<file path="src/rtl/button_pkg.sv">
// Shared types and sizing helpers for the push-button conditioner.
package button_pkg;

    typedef enum logic [1:0] {
        IDLE,
        DB_PRESS,
        PRESSED,
        DB_RELEASE
    } btn_state_t;

    // Counter width large enough for the biggest cycle count, plus one spare bit.
    function automatic int cnt_width(input int a, input int b, input int c, input int d);
        int m;
        m = a;
        if (b > m) m = b;
        if (c > m) m = c;
        if (d > m) m = d;
        return $clog2(m) + 1;
    endfunction

endpackage

</file>
<file path="src/rtl/sync_ff_chain.sv">
// Multi-flop synchroniser for one asynchronous input bit; reset clears every stage.
module sync_ff_chain #(
    parameter int STAGES = 2
) (
    input  logic clk,
    input  logic rst,
    input  logic d,
    output logic q
);

    logic [STAGES-1:0] ff;

    always_ff @(posedge clk) begin
        if (rst) begin
            ff <= '0;
        end else begin
            ff <= {ff[STAGES-2:0], d};
        end
    end

    assign q = ff[STAGES-1];

endmodule

</file>
<file path="src/rtl/button_conditioner.sv">
// Raw button -> synchroniser -> debounce FSM -> single-cycle press pulse.
// Define BUTTON_AUTO_REPEAT_EN to add hold-to-auto-repeat pulses and the held flag.
module button_conditioner
    import button_pkg::*;
#(
    parameter int SYNC_STAGES     = 2,
    parameter int DEBOUNCE_CYCLES = 1_000_000,
    parameter int REPEAT_DELAY    = 50_000_000,
    parameter int REPEAT_RATE     = 10_000_000
) (
    input  logic CLK100MHZ,
    input  logic Reset,
    input  logic button_in,
    output logic pressed_pulse,
    output logic level,
    output logic held
);

    localparam int CW = cnt_width(SYNC_STAGES, DEBOUNCE_CYCLES, REPEAT_DELAY, REPEAT_RATE);
    localparam logic [CW-1:0] DB_LAST = CW'(DEBOUNCE_CYCLES - 1);

    logic            btn_s;
    btn_state_t      state;
    logic [CW-1:0]   cnt;

    sync_ff_chain #(
        .STAGES (SYNC_STAGES)
    ) u_sync (
        .clk (CLK100MHZ),
        .rst (Reset),
        .d   (button_in),
        .q   (btn_s)
    );

`ifdef BUTTON_AUTO_REPEAT_EN
    localparam logic [CW-1:0] DELAY_LAST = CW'(REPEAT_DELAY - 1);
    localparam logic [CW-1:0] RATE_LAST  = CW'(REPEAT_RATE - 1);

    logic [CW-1:0] rpt;
    // fast: first repeat already issued, so rpt now measures the shorter rate period
    logic          fast;
`else
    assign held = 1'b0;
`endif

    always_ff @(posedge CLK100MHZ) begin
        if (Reset) begin
            state         <= IDLE;
            cnt           <= '0;
            pressed_pulse <= 1'b0;
            level         <= 1'b0;
`ifdef BUTTON_AUTO_REPEAT_EN
            held          <= 1'b0;
            rpt           <= '0;
            fast          <= 1'b0;
`endif
        end else begin
            pressed_pulse <= 1'b0;
            case (state)
                IDLE: begin
                    if (btn_s) begin
                        state <= DB_PRESS;
                        cnt   <= '0;
                    end
                end
                DB_PRESS: begin
                    if (!btn_s) begin
                        state <= IDLE;
                    end else if (cnt == DB_LAST) begin
                        state         <= PRESSED;
                        level         <= 1'b1;
                        pressed_pulse <= 1'b1;
`ifdef BUTTON_AUTO_REPEAT_EN
                        rpt           <= '0;
                        fast          <= 1'b0;
`endif
                    end else begin
                        cnt <= cnt + 1'b1;
                    end
                end
                PRESSED: begin
                    if (!btn_s) begin
                        state <= DB_RELEASE;
                        cnt   <= '0;
`ifdef BUTTON_AUTO_REPEAT_EN
                        rpt   <= '0;
                        fast  <= 1'b0;
                    end else if (rpt == (fast ? RATE_LAST : DELAY_LAST)) begin
                        pressed_pulse <= 1'b1;
                        held          <= 1'b1;
                        fast          <= 1'b1;
                        rpt           <= '0;
                    end else begin
                        rpt <= rpt + 1'b1;
`endif
                    end
                end
                DB_RELEASE: begin
                    // A short low while held is bounce: go back and re-arm the repeat delay.
                    if (btn_s) begin
                        state <= PRESSED;
`ifdef BUTTON_AUTO_REPEAT_EN
                        rpt   <= '0;
                        fast  <= 1'b0;
`endif
                    end else if (cnt == DB_LAST) begin
                        state <= IDLE;
                        level <= 1'b0;
`ifdef BUTTON_AUTO_REPEAT_EN
                        held  <= 1'b0;
`endif
                    end else begin
                        cnt <= cnt + 1'b1;
                    end
                end
                default: state <= IDLE;
            endcase
        end
    end

endmodule

</file>
<file path="config.mk">
export PLATFORM = sky130hd
export DESIGN_NAME = button_conditioner
export DESIGN_NICKNAME = d
export VERILOG_FILES = /design/src/rtl/button_pkg.sv /design/src/rtl/sync_ff_chain.sv /design/src/rtl/button_conditioner.sv
export SDC_FILE = /design/constraint.sdc
export NUM_CORES = 1
export LEC_CHECK = 0
export BUFFER_PORTS_ARGS = -buffer_cell sky130_fd_sc_hd__buf_4
export CORE_MARGIN = 2
export CORE_UTILIZATION = 39
export CTS_CLUSTER_DIAMETER = 40
export DETAILED_ROUTE_END_ITERATION = 10
export GPL_TIMING_DRIVEN = 0
export SLEW_MARGIN = 10
export SYNTH_ARGS = -nofsm -noshare
export SYNTH_HDL_FRONTEND = slang
export SYNTH_HIERARCHICAL = 1
export SYNTH_SLANG_ARGS = --single-unit
</file>
<file path="constraint.sdc">
create_clock -name CLK100MHZ -period 2.7 [get_ports CLK100MHZ]
set_input_delay 0.405 -clock CLK100MHZ [delete_from_list [all_inputs] [get_ports CLK100MHZ]]
set_output_delay 0.405 -clock CLK100MHZ [all_outputs]
set_load 0.005 [all_outputs]
</file>
Word level (Yosys, flattened, before mapping)
Index checks and enable logic that the tools add are counted.
{ "classes": {"n_addsub": 1, "eq_ne": 12, "n_mux": 19, "bitwise": 2, "n_reduce_logical": 6} }
{ "op_table": {"columns": ["cell", "n"], "rows": [
  ["$mux 27", 5],
  ["$pmux 27 s4", 1],
  ["$add 27x1->27 const B", 1],
  ["$eq 27x20->1 const B", 1],
  ["$mux 2", 6],
  ["$ne 2x2->1 const B", 4],
  ["$pmux 2 s4", 1],
  ["$reduce_and 4->1", 2],
  ["$mux 1", 5],
  ["$reduce_and 5->1", 1],
  ["$eq 2x2->1 const B", 2],
  ["$ne 2x1->1 const B", 2],
  ["$ne 3x2->1 const B", 1],
  ["$ne 3x3->1 const B", 1],
  ["$reduce_or 3->1", 1],
  ["$eq 2x1->1 const B", 1],
  ["$logic_not 2->1", 1],
  ["$not 1->1", 2],
  ["$pmux 1 s2", 1],
  ["$reduce_bool 2->1", 1]
]} }
{ "totals": {"register_bits": 33, "in_bits": 3, "output_inout_bits": 3, "word_cells": 45} }

Logic depth before layout (Yosys ltp)
{ "logic_depth": {"depth_word": 4, "depth_mapped": 7, "depth_no_buf": 6} }

Hierarchy
Netlist, hierarchy kept.
{ "by_module_without_submodules": {"columns": ["mod", "instances", "cells_each", "area_each_um2", "seq_area_each_um2"], "rows": [
  ["button_conditioner", 1, 201, 1675.4, 620.6],
  ["sync_ff_chain", 1, 4, 52.6, 40.0]
]} }

Least setup slack after synthesis
Ideal clock, no wire load.
{ "synth_path": {"path_kind": "reg2reg", "startpoint": "register cnt[0]", "endpoint": "register cnt[18]", "setup_ns": 0.086, "arrival_ns": 1.877, "required_ns": 2.614, "setup_slack_ns": 0.737, "stages_incl_launch_ff": 8, "n_path_buf": 1, "period_less_slack_ns": 1.963, "path_cell_list": "dfxtp_1 > ha_1 > and3_1 > nand3_1 > o41ai_4 > buf_2 > a21oi_1 > a211oi_1"} }
{ "synth_via": {"elab_chain_cells": 4, "elab_cells_between_ends": 6, "cone_classes": "add/sub: 1; eq/ne: 1; mux: 4"} }
{ "synth_lines": {"columns": ["element", "line_no", "rtl"], "rows": [
  ["start: declaration", "button_conditioner.sv:24", "logic [CW-1:0] cnt;"],
  ["start signal: assignment", "button_conditioner.sv:78", "cnt <= cnt + 1'b1;"],
  ["start signal: assignment", "button_conditioner.sv:113", "cnt <= cnt + 1'b1;"],
  ["$add 27x1->27 / $eq 27x20->1 (equally long branches)", null, null],
  ["$mux 27 (*)", "button_conditioner.sv:69, button_conditioner.sv:106", null],
  ["$mux 27 (on tied branches)", "button_conditioner.sv:100, button_conditioner.sv:67", null],
  ["$pmux 27 s4 (*)", "button_conditioner.sv:59", "case (state)"]
]} }
Every way passes the cells marked *; elsewhere a longest branch is shown, timed or not. The select of a mux whose other input is x is not followed.
A chain may end at the register's enable or synchronous reset.

Worst setup path after layout
Ends and elaborated chain as after synthesis.

==> flow_summary.yaml <==
finish:
  final_nets: 220
  area_delta_synth_final_pct: 10.5
  drive_gt1_share_pct: 11.6
  fin_area_um2: 1910
  diodes: 0
  utilization_pct: 44.2
  final_common_cell: "dfxtp_1"
  layout_common_cells: "dfxtp_1 (33), nor2_1 (23), nand2_1 (23)"
logic_synthesis:
  yosys_warnings: 6
  yosys_register_bits: 33
  synth_fp_nets: 209
  seq_area_frac_synth_pct: 38.2
  postSynthAreaPerCell_um2: 8.43
  synthArstFlopShare_pct: 0
  ys_dominant_reg_cell: "dfxtp_1"
  ys_types: 43
  synth_enable_flop_cells: 0
  syn_inst: 205
  syn_area_um2: 1730
drt:
  drtIter0Drc: 127
  wl_um: 3940
  routedWlPerCell_um: 14.7
  vias_per_cell: 5.57
  antenna_left: 0
  vias: 1494
  drc: 0
  dr.pass1.iters: 4
run:
  drv_cap: 0
clocking:
  insertion_delay_ns: 0.28
  cts_max_path_buffers: 2
  postCtsHoldBufs: 0
  cts_root_buffer: "clkbuf_8"
  numCtsBuffers: 5
  cts_resized: 0
  cts_setup_buffers: 0
  clkTransAtPathRegs_ns: 0.06
  clock_sinks: 33
  htree_levels: 2
  cts_tree: "done"
floorplanning:
  core_area_um2: 4320
  dieArea_um2: 4980
  die_h_um: 70.6
  rows: 24
  io_pins: 6
  die_width_um: 70.6
  initial_core_util_pct: 40.0
critical_path:
  reg2reg_slack_ns: 0.28
  r2r_end: "cnt[18]$_SDFFE_PP0P_"
  critPathRequiredTime_ns: 2.90
  crit_path_max_fanout: 10
  r2r-start: "cnt[0]$_SDFFE_PP0P_"
  crit_type: "register to register"
  crit_arrival_ns: 2.62
  r2r_cells: 7
  worstSetupEndpointType: "register"
  start_kind: "register"
power:
  irDropWorstVdd_mv: 0.301
  power_leakage_uw: 0.000598
  power-per-cell-area_nw_per_um2: 476
  power_uw: 908
placed_design:
  placed_area_um2: 1820
  place_ws_ns: 0.261
  gp_congestion: 0.856
  port_buffers: 4
  dp_hpwl_um: 2810
global_routing:
  gr-usage-all-layers_pct: 17.5
  grt_pass1_vias: 1343
  antenna_found_initial: 0
  grt_max_degree: 11
  grt_pass1_wl_um: 6770
  grt_overflow: 0
timing:
  max_slew_margin_pct: 38.1
  hold_viol: 0
  fin_ws_ns: 0.280
  tightest_slew_ns: 0.920
  period_share_pct: 89.6
  setup-tns-final_ns: 0
  finalCriticalPeriod_ns: 2.42
  rsz0062_at_grt: "no"
  drv_slew: 0
  max_freq_ghz: 0.413
  clock_skew_ns: 0.00342
  setup_violations: 0
hold_path:
  holdPathEnd: "u_sync/ff[0]$_SDFF_PP0_"
  hold_start: "Reset"
  min_path_cells: 2
  hp-class: "primary input to register"
run_status:
  status: "finished clean"
==> critical path, cell delays in order, from the launching register on <==
cell,delay (ns)
dfxtp_1,0.37
ha_1,0.21
and3_1,0.21
nand3_1,0.19
o41ai_4,0.68
buf_2,0.35
a21oi_1,0.08
a211oi_1,0.23
==> power by group <==
part           switching [µW]  internal [µW]  total (µW)
sequential               2.96            491         494
clock                     173            202         375
combinational            26.9           13.0        39.9
total                     202            706         908
==> how the worst max path moves through the flow <==
stage | to | from | depth (start not counted) | slack (ns)
after floorplan | cnt[18]$_SDFFE_PP0P_ | cnt[0]$_SDFFE_PP0P_ | 7 | 0.74
after global placement | cnt[18]$_SDFFE_PP0P_ | cnt[14]$_SDFFE_PP0P_ | 6 | 0.30
after detailed placement | cnt[18]$_SDFFE_PP0P_ | cnt[0]$_SDFFE_PP0P_ | 7 | 0.26
after CTS | cnt[18]$_SDFFE_PP0P_ | cnt[0]$_SDFFE_PP0P_ | 7 | 0.27
after global routing | cnt[18]$_SDFFE_PP0P_ | cnt[0]$_SDFFE_PP0P_ | 7 | 0.06
final | cnt[18]$_SDFFE_PP0P_ | cnt[0]$_SDFFE_PP0P_ | 7 | 0.28
==> per-stage QoR <==
step / std cells / hold slack [ns]
global route: 268 / 0.297
detailed placement: 261 / 0.432
floorplan: 205 / 0.414
global placement: 261 / 0.418
CTS: 268 / 0.285
finish: 268 / 0.288
==> synth_stat cells, drive strengths merged (2+ instances only) <==
library cell | count | area [µm²]
dfxtp | 33 | 661
nor2 | 24 | 92.6
nand2 | 23 | 86.3
nand3 | 15 | 75.1
nand4 | 10 | 62.6
a21oi | 7 | 35.0
nor3 | 6 | 30.0
o21ai | 6 | 30.0
xnor2 | 6 | 52.6
xor2 | 6 | 52.6
a22oi | 5 | 37.5
buf | 5 | 26.3
clkbuf | 5 | 18.8
nor4 | 5 | 67.6
or4 | 5 | 37.5
or4b | 5 | 50.1
inv | 4 | 15.0
nor4b | 4 | 41.3
or3 | 4 | 25.0
a31oi | 3 | 18.8
and3 | 3 | 18.8
nor2b | 3 | 18.8
mux2 | 2 | 22.5
mux2i | 2 | 20.0
o211ai | 2 | 15.0
o31ai | 2 | 15.0
o41ai | 2 | 36.3
==> routing by layer <==
metal,part of all wire [%],routed length (µm),track usage [%]
met5,0,0,0
met4,1.1,42,6.92
met3,3.8,151,3.85
met2,44,1720,25.2
met1,51,2020,25.5
==> registers in the layout (all words and copies together) (netlist names), named ones only <==
signal and count:
pressed_pulse 1, state 1, level 1, cnt 27, u_sync/ff 2
==> kinds of logic (layout without fill, tap and decap cells) <==
| family | Yosys count | count (layout) | synth area share, % |
|---|---|---|---|
| XOR/XNOR | 12 | 12 | 6.08 |
| AND/OR/NAND/NOR | 109 | 109 | 36.0 |
| multiplexers | 4 | 4 | 2.46 |
| adder cells (fa/ha/maj) | 1 | 1 | 0.724 |
| other | 1 | 1 | 0.217 |
| AO/OA/AOI/OAI | 31 | 31 | 12.8 |
| flip-flops | 33 | 33 | 38.2 |
| buffers and inverters | 14 | 25 | 3.48 |
==> final cells by class <==
class / count / area, µm²
clock buffer: 7 / 86.3
multi-input combinational: 158 / 1010
fill: 446 / 2410
tap: 52 / 65.1
sequential: 33 / 661
timing repair buffer: 4 / 30.0
inverter: 4 / 15.0
buffer: 10 / 45.0
Power figures use the tool's default switching activity.
